**src/rtl/excess3_serial_rx_pkg.sv**
```systemverilog
// excess3_serial_rx_pkg: shared state encodings and excess-3 code limits
//   IDLE/SHIFT/HOLD  receiver FSM states
//   E3_MIN/E3_MAX    legal excess-3 code range (decimal 0..9)
//   E3_ZERO          excess-3 encoding of decimal zero, the idle value of e
package excess3_serial_rx_pkg;
    typedef logic [1:0] state_t;
    localparam state_t IDLE  = 2'd0;
    localparam state_t SHIFT = 2'd1;
    localparam state_t HOLD  = 2'd2;
    localparam logic [3:0] E3_MIN  = 4'b0011;
    localparam logic [3:0] E3_MAX  = 4'b1100;
    localparam logic [3:0] E3_ZERO = 4'b0011;
endpackage

```
**src/rtl/excess3_serial_rx_e3_range_check.sv**
```systemverilog
// e3_range_check: flags a 4-bit code outside the legal excess-3 range
//   e    in   4-bit candidate excess-3 code
//   err  out  1 when e is 0000..0010 or 1101..1111
module e3_range_check
    import excess3_serial_rx_pkg::*;
(
    input  logic [3:0] e,
    output logic       err
);
    assign err = (e < E3_MIN) || (e > E3_MAX);
endmodule

```
**src/rtl/excess3_serial_rx.sv**
```systemverilog
// excess3_serial_rx: deserializes framed bit-serial excess-3 digits onto a valid/ready port
//   clk, rst           clock, asynchronous active-high reset
//   sync               synchronous frame resync, drops any partial digit/frame
//   sin, sin_valid     serial bit input; sin_ready low only while a digit waits
//   e, e_valid, e_ready  assembled digit and its handshake
//   e_err              e is not a legal excess-3 code
//   e_last             e is the final digit of its frame
module excess3_serial_rx
    import excess3_serial_rx_pkg::*;
#(
    parameter int DIGITS    = 4,
    parameter bit LSB_FIRST = 1'b1
) (
    input  logic       clk,
    input  logic       rst,
    input  logic       sync,
    input  logic       sin,
    input  logic       sin_valid,
    output logic       sin_ready,
    output logic [3:0] e,
    output logic       e_valid,
    input  logic       e_ready,
    output logic       e_err,
    output logic       e_last
);
    localparam int DW = $clog2(DIGITS + 1);
    localparam logic [DW-1:0] LAST_IDX = DW'(DIGITS - 1);

    state_t        state;
    logic [1:0]    bcnt;
    logic [DW-1:0] dcnt;
    logic [3:0]    sreg;
    logic [3:0]    next_digit;
    logic          next_err;
    logic [1:0]    pos;
    logic          take;

    assign sin_ready = state != HOLD;
    assign e_valid   = state == HOLD;
    assign take      = sin_valid && sin_ready;
    assign pos       = LSB_FIRST ? bcnt : 2'd3 - bcnt;

    // Digit as it will look once the current bit is merged in; on the 4th
    // bit this is loaded straight into e so the digit appears one edge early.
    always_comb begin
        next_digit      = sreg;
        next_digit[pos] = sin;
    end

    e3_range_check u_chk (
        .e   (next_digit),
        .err (next_err)
    );

    always_ff @(posedge clk or posedge rst) begin
        if (rst) begin
            state  <= IDLE;
            bcnt   <= 2'd0;
            dcnt   <= '0;
            sreg   <= 4'd0;
            e      <= E3_ZERO;
            e_err  <= 1'b0;
            e_last <= 1'b0;
        end else if (sync) begin
            state <= IDLE;
            bcnt  <= 2'd0;
            dcnt  <= '0;
        end else begin
            case (state)
                IDLE: if (take) begin
                    sreg  <= next_digit;
                    bcnt  <= 2'd1;
                    state <= SHIFT;
                end
                SHIFT: if (take) begin
                    sreg <= next_digit;
                    bcnt <= bcnt + 2'd1;
                    if (bcnt == 2'd3) begin
                        e      <= next_digit;
                        e_err  <= next_err;
                        e_last <= dcnt == LAST_IDX;
                        state  <= HOLD;
                    end
                end
                HOLD: if (e_ready) begin
                    state <= IDLE;
                    dcnt  <= dcnt == LAST_IDX ? '0 : dcnt + DW'(1);
                end
                default: state <= IDLE;
            endcase
        end
    end
endmodule

```
**config.mk**
```make
export PLATFORM = sky130hd
export DESIGN_NAME = excess3_serial_rx
export DESIGN_NICKNAME = d
export VERILOG_FILES = /design/src/rtl/excess3_serial_rx_pkg.sv /design/src/rtl/excess3_serial_rx_e3_range_check.sv /design/src/rtl/excess3_serial_rx.sv
export SDC_FILE = /design/constraint.sdc
export NUM_CORES = 1
export LEC_CHECK = 0
export ABC_AREA = 1
export ABC_CLOCK_PERIOD_IN_PS = 1850
export CAP_MARGIN = 20
export CORE_MARGIN = 8
export CORE_UTILIZATION = 49
export CTS_BUF_LIST = sky130_fd_sc_hd__clkbuf_4 sky130_fd_sc_hd__clkbuf_8
export DETAILED_ROUTE_END_ITERATION = 7
export PLACE_DENSITY = 0.73
export SLEW_MARGIN = 20
export SYNTH_ARGS = -nofsm -noshare
export SYNTH_HDL_FRONTEND = slang
export SYNTH_SLANG_ARGS = --single-unit
```
**constraint.sdc**
```tcl
create_clock -name clk -period 1.85 [get_ports clk]
set_clock_uncertainty 0.15 [all_clocks]
set_input_delay 0.185 -clock clk [delete_from_list [all_inputs] [get_ports clk]]
set_output_delay 0.185 -clock clk [all_outputs]
set_load 0.03 [all_outputs]
```
==> summary.txt <==
Layout
  • Register area: about 430 um^2
  • Share of layout cells above drive strength 1: between 10% and 20%
  • Multi-input gate area: about 440 um^2
  • # diodes: 0
  • # fillers: 184
  • Post-route insts no fill: between 150 and 200
  • Final nets: between 150 and 200
  • Synth-to-Final Area Change: 20.3%

STA
  • Final Max Tran Viols: 0
  • Slew HR: between 70% and 80%
  • Worst-margin pin slew: 336 ps
  • RSZ-0062 raised after global routing: no
  • Hold Fails Final Rpt: 0
  • Final setup vio count: 0
  • Achievable frequency: just under 0.6 GHz
  • Tmin final: between 1500 and 2000 ps
  • Fin crit share: just over 90%
  • Sum of negative setup slack: 0 ps

Detailed routing
  • Remaining antenna violation count: 0
  • Starting DRT DRC Count: 27
  • Vias per cell: 4.61
  • First-pass DRT Iterations: 4
  • DR WL/cell: between 10 and 15 um
  • Residual DRC: 0
  • Final wirelength: around 1700 um
  • Vias: 774

Synth
  • Flops & latches, synth: 17
  • Synth Cell Area: approximately 970 um^2
  • Ranking of synthesized cells by area: dfrtp_1 (39%), nand2_1 (16%), inv_1 (9.3%)
  • Area leader, netlist: dfrtp_1
  • Synth top area share: ~39%
  • Synth Warn #: 0
  • Syn nets: 133
  • Syn avg cell area: 7.98 um^2
  • Sequential fraction of the synthesis area: 44.0%
  • Cells after Synth: approximately 120
  • Distinct cells, synth: 20

Floorplanning
  • Initial Utilization: 50.7%
  • Die Wd: about 61 um
  • Die Span Y: 60.6 um
  • Die ar.: 3670 um^2
  • Row count: 16
  • CORE AREA: 1920 um^2
  • I/O pin total: 14

Clock network
  • Clock latency on the worst-skew pair: 290 ps
  • Buffer levels on the longest clock path: 2
  • CTS Hold Buffers Added: 0
  • TritonCTS clock tree: done
  • H-tree lvl count: 1
  • Root Driver: clkbuf_4
  • Clk pin slew, worst setup/hold paths: 100 ps
  • Clock sinks: 17
  • CTS buffer count: 3

Worst setup path
  • Worst reg2reg path depth: 5
  • Cells along the critical path: inv_1 -> nand2_4 -> inv_1 -> dlygate4sd2_1
  • CP arrival: ~1400 ps
  • CP endpoint kind: primary output
  • Crit path top cell by count: inv_1
  • Startpoint class of the critical path: register
  • Kind of cell adding the most delay to the critical path: buffers and inverters
  • Delay of the slowest critical-path stage: roughly 400 ps
  • Worst flop-to-flop path endpoint: e[3]$_DFFE_PP0P_
  • Reg-to-Reg Start: state[1]$_DFFE_PP0P_
  • WS Path Type: reg2out
  • Critical path buffers and inverters: 3
  • Critical-path top delay cell: dlygate4sd2_1
  • Worst Path Required: ~1500 ps
  • Flop2flop setup slack: roughly 290 ps
  • CP Max Fanout: 4

Status
  • Status: completed

Global route
  • Initial antenna violation count: 0
  • Largest net degree at the start of global routing: 18
  • First-pass GRT wire length: about 2900 um
  • Grt total ovfl: 0
  • Met3 Resource Use GR: 2.12%
  • Vias in the first global route: roughly 720
  • Met1 GRT Util: between 10% and 20%
  • Most used routing layer: met2
  • Met2 Track Usage GR: a little under a fifth
  • All-Layer GR Usage: between 10% and 20%

Power
  • Power per standard cell area: a little under 700 nW/um^2
  • Leakage power: slightly above 0.6 nW
  • Worst VDD drop: about 0.49 mV

Placed design
  • Placed instance count: ~160
  • Port bufs: 13
  • Detailed Place HPWL: ~1400 um
  • RePlAce Congestion: roughly 0.79

Worst hold path
  • HP Class: in2async

Run
  • # Max-Cap Violations: 0
## synth_stat cells
library cell	n
nand2_1	42
inv_1	24
dfrtp_1	15
o21ai_0	10
ha_1	5
o21ai_2	5
nand2_2	3
nor2_1	3
a21oi_1	2
dfstp_2	2
nor3_4	2
buf_6	1
inv_2	1
nand2_4	1
nand3_1	1
nand3_2	1
nand4_1	1
nor2_2	1
o211ai_1	1
o31ai_1	1
## flip-flops by register name, indices dropped and copies added (netlist names)
register / flops
sreg: 4
e_last: 1
e_err: 1
e: 4
bcnt: 2
dcnt: 3
state: 2
## cell type report
type / count / area share, %
flip-flops and latches: 17 / 36.5
repair buffers: 16 / 12.6
clock inverters: 1 / 0.427
well taps: 27 / 2.88
clock buffers: 3 / 1.92
inverters: 25 / 8.01
multi-input cells: 79 / 37.6
## cells by family (layout without fill, tap and decap cells)
kind of cell	after synthesis	after routing	share of synthesized area, %
buffers and inverters	26	45	10.8
DFF	17	17	44.0
adders and majority gates	5	5	6.43
and+or+nand+nor	55	55	26.6
AOI/OAI and AO/OA	19	19	12.2
## metal layers
| metal | vias up | wire length (um) |
|---|---|---|
| met5 | - | 0 |
| met4 | 0 | 27 |
| met3 | 4 | 50 |
| met2 | 13 | 854 |
| met1 | 348 | 797 |
| li1 | 409 | - |
## how the worst max path moves through the flow
stage	start	end	cells past startpoint
6_report	state[0]$_DFFE_PP0P_	e_valid	4
5_1_grt	state[0]$_DFFE_PP0P_	e_valid	4
4_1_cts	state[0]$_DFFE_PP0P_	e_valid	4
3_5_place_dp	sync	e[3]$_DFFE_PP0P_	5
3_3_place_gp	sync	e_last$_DFFE_PP0P_	5
2_1_floorplan	state[1]$_DFFE_PP0P_	e[2]$_DFFE_PP0P_	5
## per-stage QoR
step | hold slack [ps] | worst slack, ps | area (um^2) | util [%] | power (mW)
floorplan | -40.4 | 525 | 973 | - | 0.544
global placement | 313 | 189 | 1150 | 59.8 | 0.595
detailed placement | 314 | 152 | 1150 | 59.8 | 0.600
CTS | 35.2 | 130 | 1170 | 60.9 | 0.802
global route | 52.5 | 99.0 | 1170 | 60.9 | 0.842
finish | 38.5 | 145 | 1170 | 60.9 | 0.789
## tightest hold or removal path, stage by stage
cell and delay, ps:
clkdlybuf4s50_1 390, inv_1 50, buf_4 240
## cells in the final DEF, fill, tap and decap left out, types with 2 or more instances in the layout
cell,instances
dfstp_2,2
ha_1,5
clkbuf_4,3
o21ai_2,5
a21oi_1,2
dfrtp_1,15
nor2_1,3
nand2_1,42
buf_4,3
nor3_4,2
clkdlybuf4s50_1,9
inv_1,24
dlygate4sd2_1,4
nand2_2,3
o21ai_0,10
## what timing repair did
action | CTS | global route
endpoints found under the setup margin | 4 | 0
gates resized for setup | 4 | 0
buffers inserted | 0 | 0
## report_power, final
group          switching, mW  leakage (nW)  total, mW  internal (mW)
clock                  0.121        0.0177      0.201         0.0804
sequential            0.0144         0.221      0.415          0.401
combinational          0.108         0.382      0.172         0.0640
Note: power is estimated with default switching activity, not from simulation.
==> RTL edit 1: new RTL, config.mk and constraints unchanged <==
The parameter `LSB_FIRST` goes from 1'b1 to 1'b0.
--- a/src/rtl/excess3_serial_rx.sv
+++ b/src/rtl/excess3_serial_rx.sv
@@ -10,5 +10,5 @@
 #(
     parameter int DIGITS    = 4,
-    parameter bit LSB_FIRST = 1'b1
+    parameter bit LSB_FIRST = 1'b0
 ) (
     input  logic       clk,
Formal check against the unedited RTL: not equivalent (a bounded check fails within 10 cycles, from zero or initial values and one cycle with rst high).
==> RTL edit 1 against the original RTL <==
Synthesized area shrank 0.77%. Sequential cell count unchanged. Design area down 1.4%. Worst setup slack improved by 0.034 ns. Routed wire length rose by 4.0%. Register-to-register slack improved by 0.06 ns. Sequential power up 8.7%. Total power is 15% higher. Die area shrank 0.56%. Global-route usage grew 1.5 points. Critical path type unchanged. Critical endpoint unchanged. Largest cell class unchanged. Highest routed layer unchanged.
==> RTL edit 1: results (changes against the original RTL) <==
- The run finished with clean final reports.
- The placer congestion estimate is 0.8474 (+6.8%).
- The number of global-route vias before repair was 793 (+9.5%).
- The HPWL reported at the end of detailed placement was 1.385 mm (+2.2%).
- The worst voltage drop across the vdd grid is 0.4360 mV (-11%).
- The met1 demand-to-capacity share in global routing was 0.1468 (+0.03579).
- The switching portion of total power is 0.3375 (+0.02864).
- The starting DRC count in detailed routing is 23 (-15%).
- The share of synthesized area occupied by flip-flops and latches came to 0.4430 (+0.003416).
- The leakage power summed over all cells is 0.6053 nW (-2.5%).
- The number of placed instances with taps included was 165 (+0.61%).
- The total number of nets in the final design is 154 (+0.65%).
- The routed via count divided by cell count is 4.870 (+5.7%).
- The number of distinct library cell variants in the gate-level netlist after synthesis is 18 (-10%).
- The maximum fanout along the worst path was 5 (+1).
- The fraction of layout cells with a size suffix above 1 is 0.1197 (-0.04340).
- By count the netlist is led by sky130_fd_sc_hd__nand2_1 (42), sky130_fd_sc_hd__inv_1 (21), sky130_fd_sc_hd__dfrtp_1 (15).
- The launching point of the worst reg2reg path is bcnt[0].
- The initial antenna violation count is 0 (unchanged).
- The largest registers in the layout are e x4, sreg x4, dcnt x3.
- The detailed-route via count is 823 (+6.3%).
- The placement-stage worst setup slack came to 0.08956 ns (-0.06237 ns).
- The post-CTS resize count is 2 (-2).
- The worst-margin pin slew is 0.3236 ns (-0.01253 ns).
- The average routed wire per standard cell came to 10.64 microns (+3.4%).
- The total nets after synthesis came to 136 (+2.3%).
- The clock network power consumption came to 0.213 mW (+6%).
- The wire length of the first global-routing pass is 3.325 mm (+14%).
- The arithmetic-cell share of the synthesized area counting full adders, half adders and majority gates is 0.06477 (+0.0004995).
- The detailed-routed wire length on met2 was 845 microns (-1.1%).
- The share of Yosys cell area claimed by the top area cell type is 0.3886 (+0.002997).
- In the post-synthesis netlist, the biggest area contributors are sky130_fd_sc_hd__dfrtp_1 (39%), sky130_fd_sc_hd__nand2_1 (16%), sky130_fd_sc_hd__inv_1 (8.2%).
- The critical path starts at state[1].
- The number of buffer cells added on primary ports is 13 (unchanged).
- The compound-cell area share of the yosys netlist is 0.1114 (-0.01071).
- The wire length on met3 is 57 microns (+14%).
- The wire length on met1 is 862 microns (+8.2%).
- The power of the sequential group is 0.451 mW (+8.7%).
- The total cell area at the placement stage is 0.001126 sq mm (-2.0%).
- The total routing resource utilization after global routing is 0.1197 (+0.01452).
- The met2 track utilization from global routing was 0.1905 (+0.002012).
- The cell area power density is 787.2 mW/mm^2 (+17%).
- The max-capacitance violation count is 0 (unchanged).
- The cell count after synthesis came to 125 (+2.5%).
- The signal arrival time at the worst endpoint is 1.34 ns (-0.03 ns).
[RTL edit 1: changes by cell type in the layout (fill, tap and decap cells not counted), moves of 3 or more]
cell	before	now
sky130_fd_sc_hd__o21ai_2	5	0
sky130_fd_sc_hd__nor2_1	3	7
sky130_fd_sc_hd__dlygate4sd2_1	4	1
sky130_fd_sc_hd__nand3_1	1	6
sky130_fd_sc_hd__a21oi_2	0	4
sky130_fd_sc_hd__inv_1	24	21
sky130_fd_sc_hd__nor2_4	0	3
[RTL edit 1: path summary, 6_finish.rpt]
check	slack, ns	endpoint	cells past startpoint
min reg2reg	0.35	dcnt[2]	2
max reg2reg	0.35	e_err	10
min in group clk	0.35	dcnt[2]	2
max	0.18	e_valid	3
max in group asynchronous	1.24	e[1]	3
min	0.05	sreg[1]	3
[RTL edit 1: cell type report]
cell class / instances / area (sq um)
fill: 178 / 747.0
multi-input combinational: 86 / 447.9
timing repair buffer: 14 / 136.4
tap: 27 / 33.78
inverter: 21 / 78.83
clock buffer: 4 / 30.03
sequential: 17 / 427.9
==> RTL edit 2: new RTL, same flow settings <==
Without the edit above. Put one more register stage on the output `e_err`, with the module's reset. The value now appears one clock later. The other outputs are not delayed to match.
--- a/src/rtl/excess3_serial_rx.sv
+++ b/src/rtl/excess3_serial_rx.sv
@@ -26,4 +26,6 @@
     localparam int DW = $clog2(DIGITS + 1);
     localparam logic [DW-1:0] LAST_IDX = DW'(DIGITS - 1);
+
+    logic e_err_s0;
 
     state_t        state;
@@ -60,5 +62,5 @@
             sreg   <= 4'd0;
             e      <= E3_ZERO;
-            e_err  <= 1'b0;
+            e_err_s0 <= 1'b0;
             e_last <= 1'b0;
         end else if (sync) begin
@@ -78,5 +80,5 @@
                     if (bcnt == 2'd3) begin
                         e      <= next_digit;
-                        e_err  <= next_err;
+                        e_err_s0 <= next_err;
                         e_last <= dcnt == LAST_IDX;
                         state  <= HOLD;
@@ -91,4 +93,12 @@
         end
     end
+    always_ff @(posedge clk or posedge rst) begin
+        if (rst) begin
+            e_err <= '0;
+        end else begin
+            e_err <= e_err_s0;
+        end
+    end
+
 endmodule
 
Function: changed (Yosys sat finds a counterexample within 10 cycles, from zero or initial values and one cycle with rst high).
==> RTL edit 2 against the original RTL <==
Cell count up 0.60%. Design area up 2.9%. Critical path depth unchanged. Sequential share of layout area increased by 1.1 points. Clock power up 22%. Fmax is 1.5% lower. Total power grew 9.1%. Routed wire length rose by 5.7%. Sequential cell count increased by 1. Worst setup slack got worse by 0.026 ns. Utilization grew 1.1 points. Largest power group unchanged. Synthesized area grew 2.6%.
==> RTL edit 2: results (changes against the original RTL) <==
- The share of Yosys cell area claimed by the top area cell type was 0.4010 (+0.01540).
- The total nets after synthesis came to 134 (+0.75%).
- The flow ran to the end, and the final reports show no timing, DRC or antenna violations.
- The leakage power summed over all cells is 0.6379 nW (+2.8%).
- The wire length of the first global-routing pass is 3.146 mm (+8.3%).
- The initial antenna violation count was 0 (unchanged).
- By count the netlist is led by sky130_fd_sc_hd__nand2_1 (42), sky130_fd_sc_hd__inv_1 (24), sky130_fd_sc_hd__dfrtp_1 (16).
- The post-CTS resize count came to 4 (unchanged).
- The total inserted antenna cells is 0 (unchanged).
- The maximum single-stage delay on the critical path was 0.40 ns (about the same).
- In the final layout, the registers with the most flip-flops are e x4, sreg x4, dcnt x3.
- The number of levels in the clock H-tree is 1 (unchanged).
- For this design, the slowest cell found on the critical path is sky130_fd_sc_hd__dlygate4sd2_1.
- By area the synthesized netlist is led by sky130_fd_sc_hd__dfrtp_1 (40%), sky130_fd_sc_hd__nand2_1 (16%), sky130_fd_sc_hd__inv_1 (9.0%).
- The share of synthesized area occupied by flip-flops and latches was 0.4536 (+0.01405).
- The number of placed instances with taps included came to 165 (+0.61%).
- The maximum fanout along the worst path is 4 (unchanged).
- The total core area was 0.001942 sq mm (+1.0%).
- The worst voltage drop across the vdd grid is 0.4335 mV (-12%).
- The synthesized-area fraction occupied by xor and xnor cells is 0 (unchanged).
- The post-synthesis mux area share is 0 (unchanged).
- The count of synthesis-stage warnings from yosys is 0 (unchanged).
- The compound-cell area share of the yosys netlist is 0.1190 (-0.003060).
- The number of global-route vias before repair is 782 (+8.0%).
- Broken down by cell family, the worst path's largest delay share belongs to buffers and inverters.
- The routed via count divided by cell count is 4.746 (+3.0%).
- The placer congestion estimate is 0.7972 (+0.45%).
- The total setup buffers inserted after CTS is 0 (unchanged).
- The total routing resource utilization after global routing came to 0.1123 (+0.007132).
- The clock transition at the registers of the reported paths is 0.11 ns.
- The detailed-routing iteration count for the pre-antenna-repair pass is 4 (unchanged).
- The total number of nets in the final design is 154 (+0.65%).
- The cell count after synthesis is 123 (+0.82%).
- The signal arrival time at the worst endpoint is 1.40 ns (+0.03 ns).
- The starting DRC count in detailed routing is 17 (-37%).
- The average routed wire per standard cell came to 10.81 microns (+5.0%).
- The placement-stage worst setup slack is 0.05088 ns (-0.1011 ns).
- The fraction of layout cells with a size suffix above 1 was 0.1620 (-0.001149).
- The arithmetic-cell share of the synthesized area counting full adders, half adders and majority gates is 0.06266 (-0.001611).
- The pin count of the biggest net entering global routing is 19 (+1).
- The number of distinct library cell variants in the gate-level netlist after synthesis is 20 (unchanged).
- The number of buffer cells added on primary ports is 13 (unchanged).
- The HPWL reported at the end of detailed placement is 1.439 mm (+6.3%).
- The worst-margin pin slew is 0.3289 ns (-0.007213 ns).
- The detailed-route via count came to 802 (+3.6%).
- The fraction of registers with async set or reset after synthesis is 1.000 (unchanged).
- In the synthesized netlist the dominant register cell turns out to be sky130_fd_sc_hd__dfrtp_1.
RTL edit 2: cell types whose count changed in the layout (fill, tap and decap cells not counted):
cell,unedited run,this run
sky130_fd_sc_hd__dfrtp_1,15,16
sky130_fd_sc_hd__clkinv_2,1,0
sky130_fd_sc_hd__clkbuf_8,0,1
RTL edit 2: final cells by class:
| class | count | area [sq um] |
|---|---|---|
| Inverter | 25 | 93.84 |
| Timing Repair Buffer | 16 | 147.6 |
| Clock buffer | 4 | 36.28 |
| Tap cell | 27 | 33.78 |
| Fill cell | 176 | 737.0 |
| Sequential cell | 18 | 452.9 |
| Multi-Input combinational cell | 79 | 440.4 |
RTL edit 2: logic make-up after synthesis:
| kind of cell | Yosys count |
|---|---|
| fa+ha+maj | 5 |
| compound gates | 19 |
| simple gates | 55 |
| buf+inv | 26 |
| flops | 18 |
RTL edit 2: through the flow:
step	utilization	instance area, sq um	hold WS, ns	power [mW]
floorplan	-	998.5	-0.02789	0.5678
global placement	0.6044	1174	0.2239	0.6194
detailed placement	0.6044	1174	0.2247	0.6260
CTS	0.6205	1205	0.04571	0.8668
global route	0.6205	1205	0.06115	0.9087
finish	0.6205	1205	0.03969	0.8605
RTL edit 2: power breakdown:
part / total, mW / switching, mW / internal [mW]
Combinational: 0.175 / 0.112 / 0.0639
Clock: 0.246 / 0.126 / 0.120
Sequential: 0.440 / 0.0157 / 0.424
Total: 0.861 / 0.253 / 0.608
RTL edit 2: tightest hold or removal path, stage by stage:
cell,delay [ns]
sky130_fd_sc_hd__clkdlybuf4s50_1,0.39
sky130_fd_sc_hd__inv_1,0.05
sky130_fd_sc_hd__buf_4,0.24
RTL edit 2: per-layer routing:
| layer | global-route usage | part of all wire | vias up |
|---|---|---|---|
| met2 | 0.2000 | 0.50 | 12 |
| met3 | 0.03132 | 0.034 | 2 |
| li1 | - | - | 415 |
| met5 | 0 | 0 | - |
| met1 | 0.1196 | 0.46 | 373 |
| met4 | 0.04983 | 0.0071 | 0 |
RTL edit 2: path summary, 6_finish.rpt:
kind / slack, ns / from / cells past startpoint / end
max: 0.12 / state[0] / 4 / e_valid
min: 0.04 / rst / 3 / e_last
max reg2reg: 0.28 / state[1] / 5 / e[3]
min reg2reg: 0.25 / e_err_s0 / 0 / e_err
max in group asynchronous: 1.25 / rst / 3 / e[0]
min in group clk: 0.25 / e_err_s0 / 0 / e_err
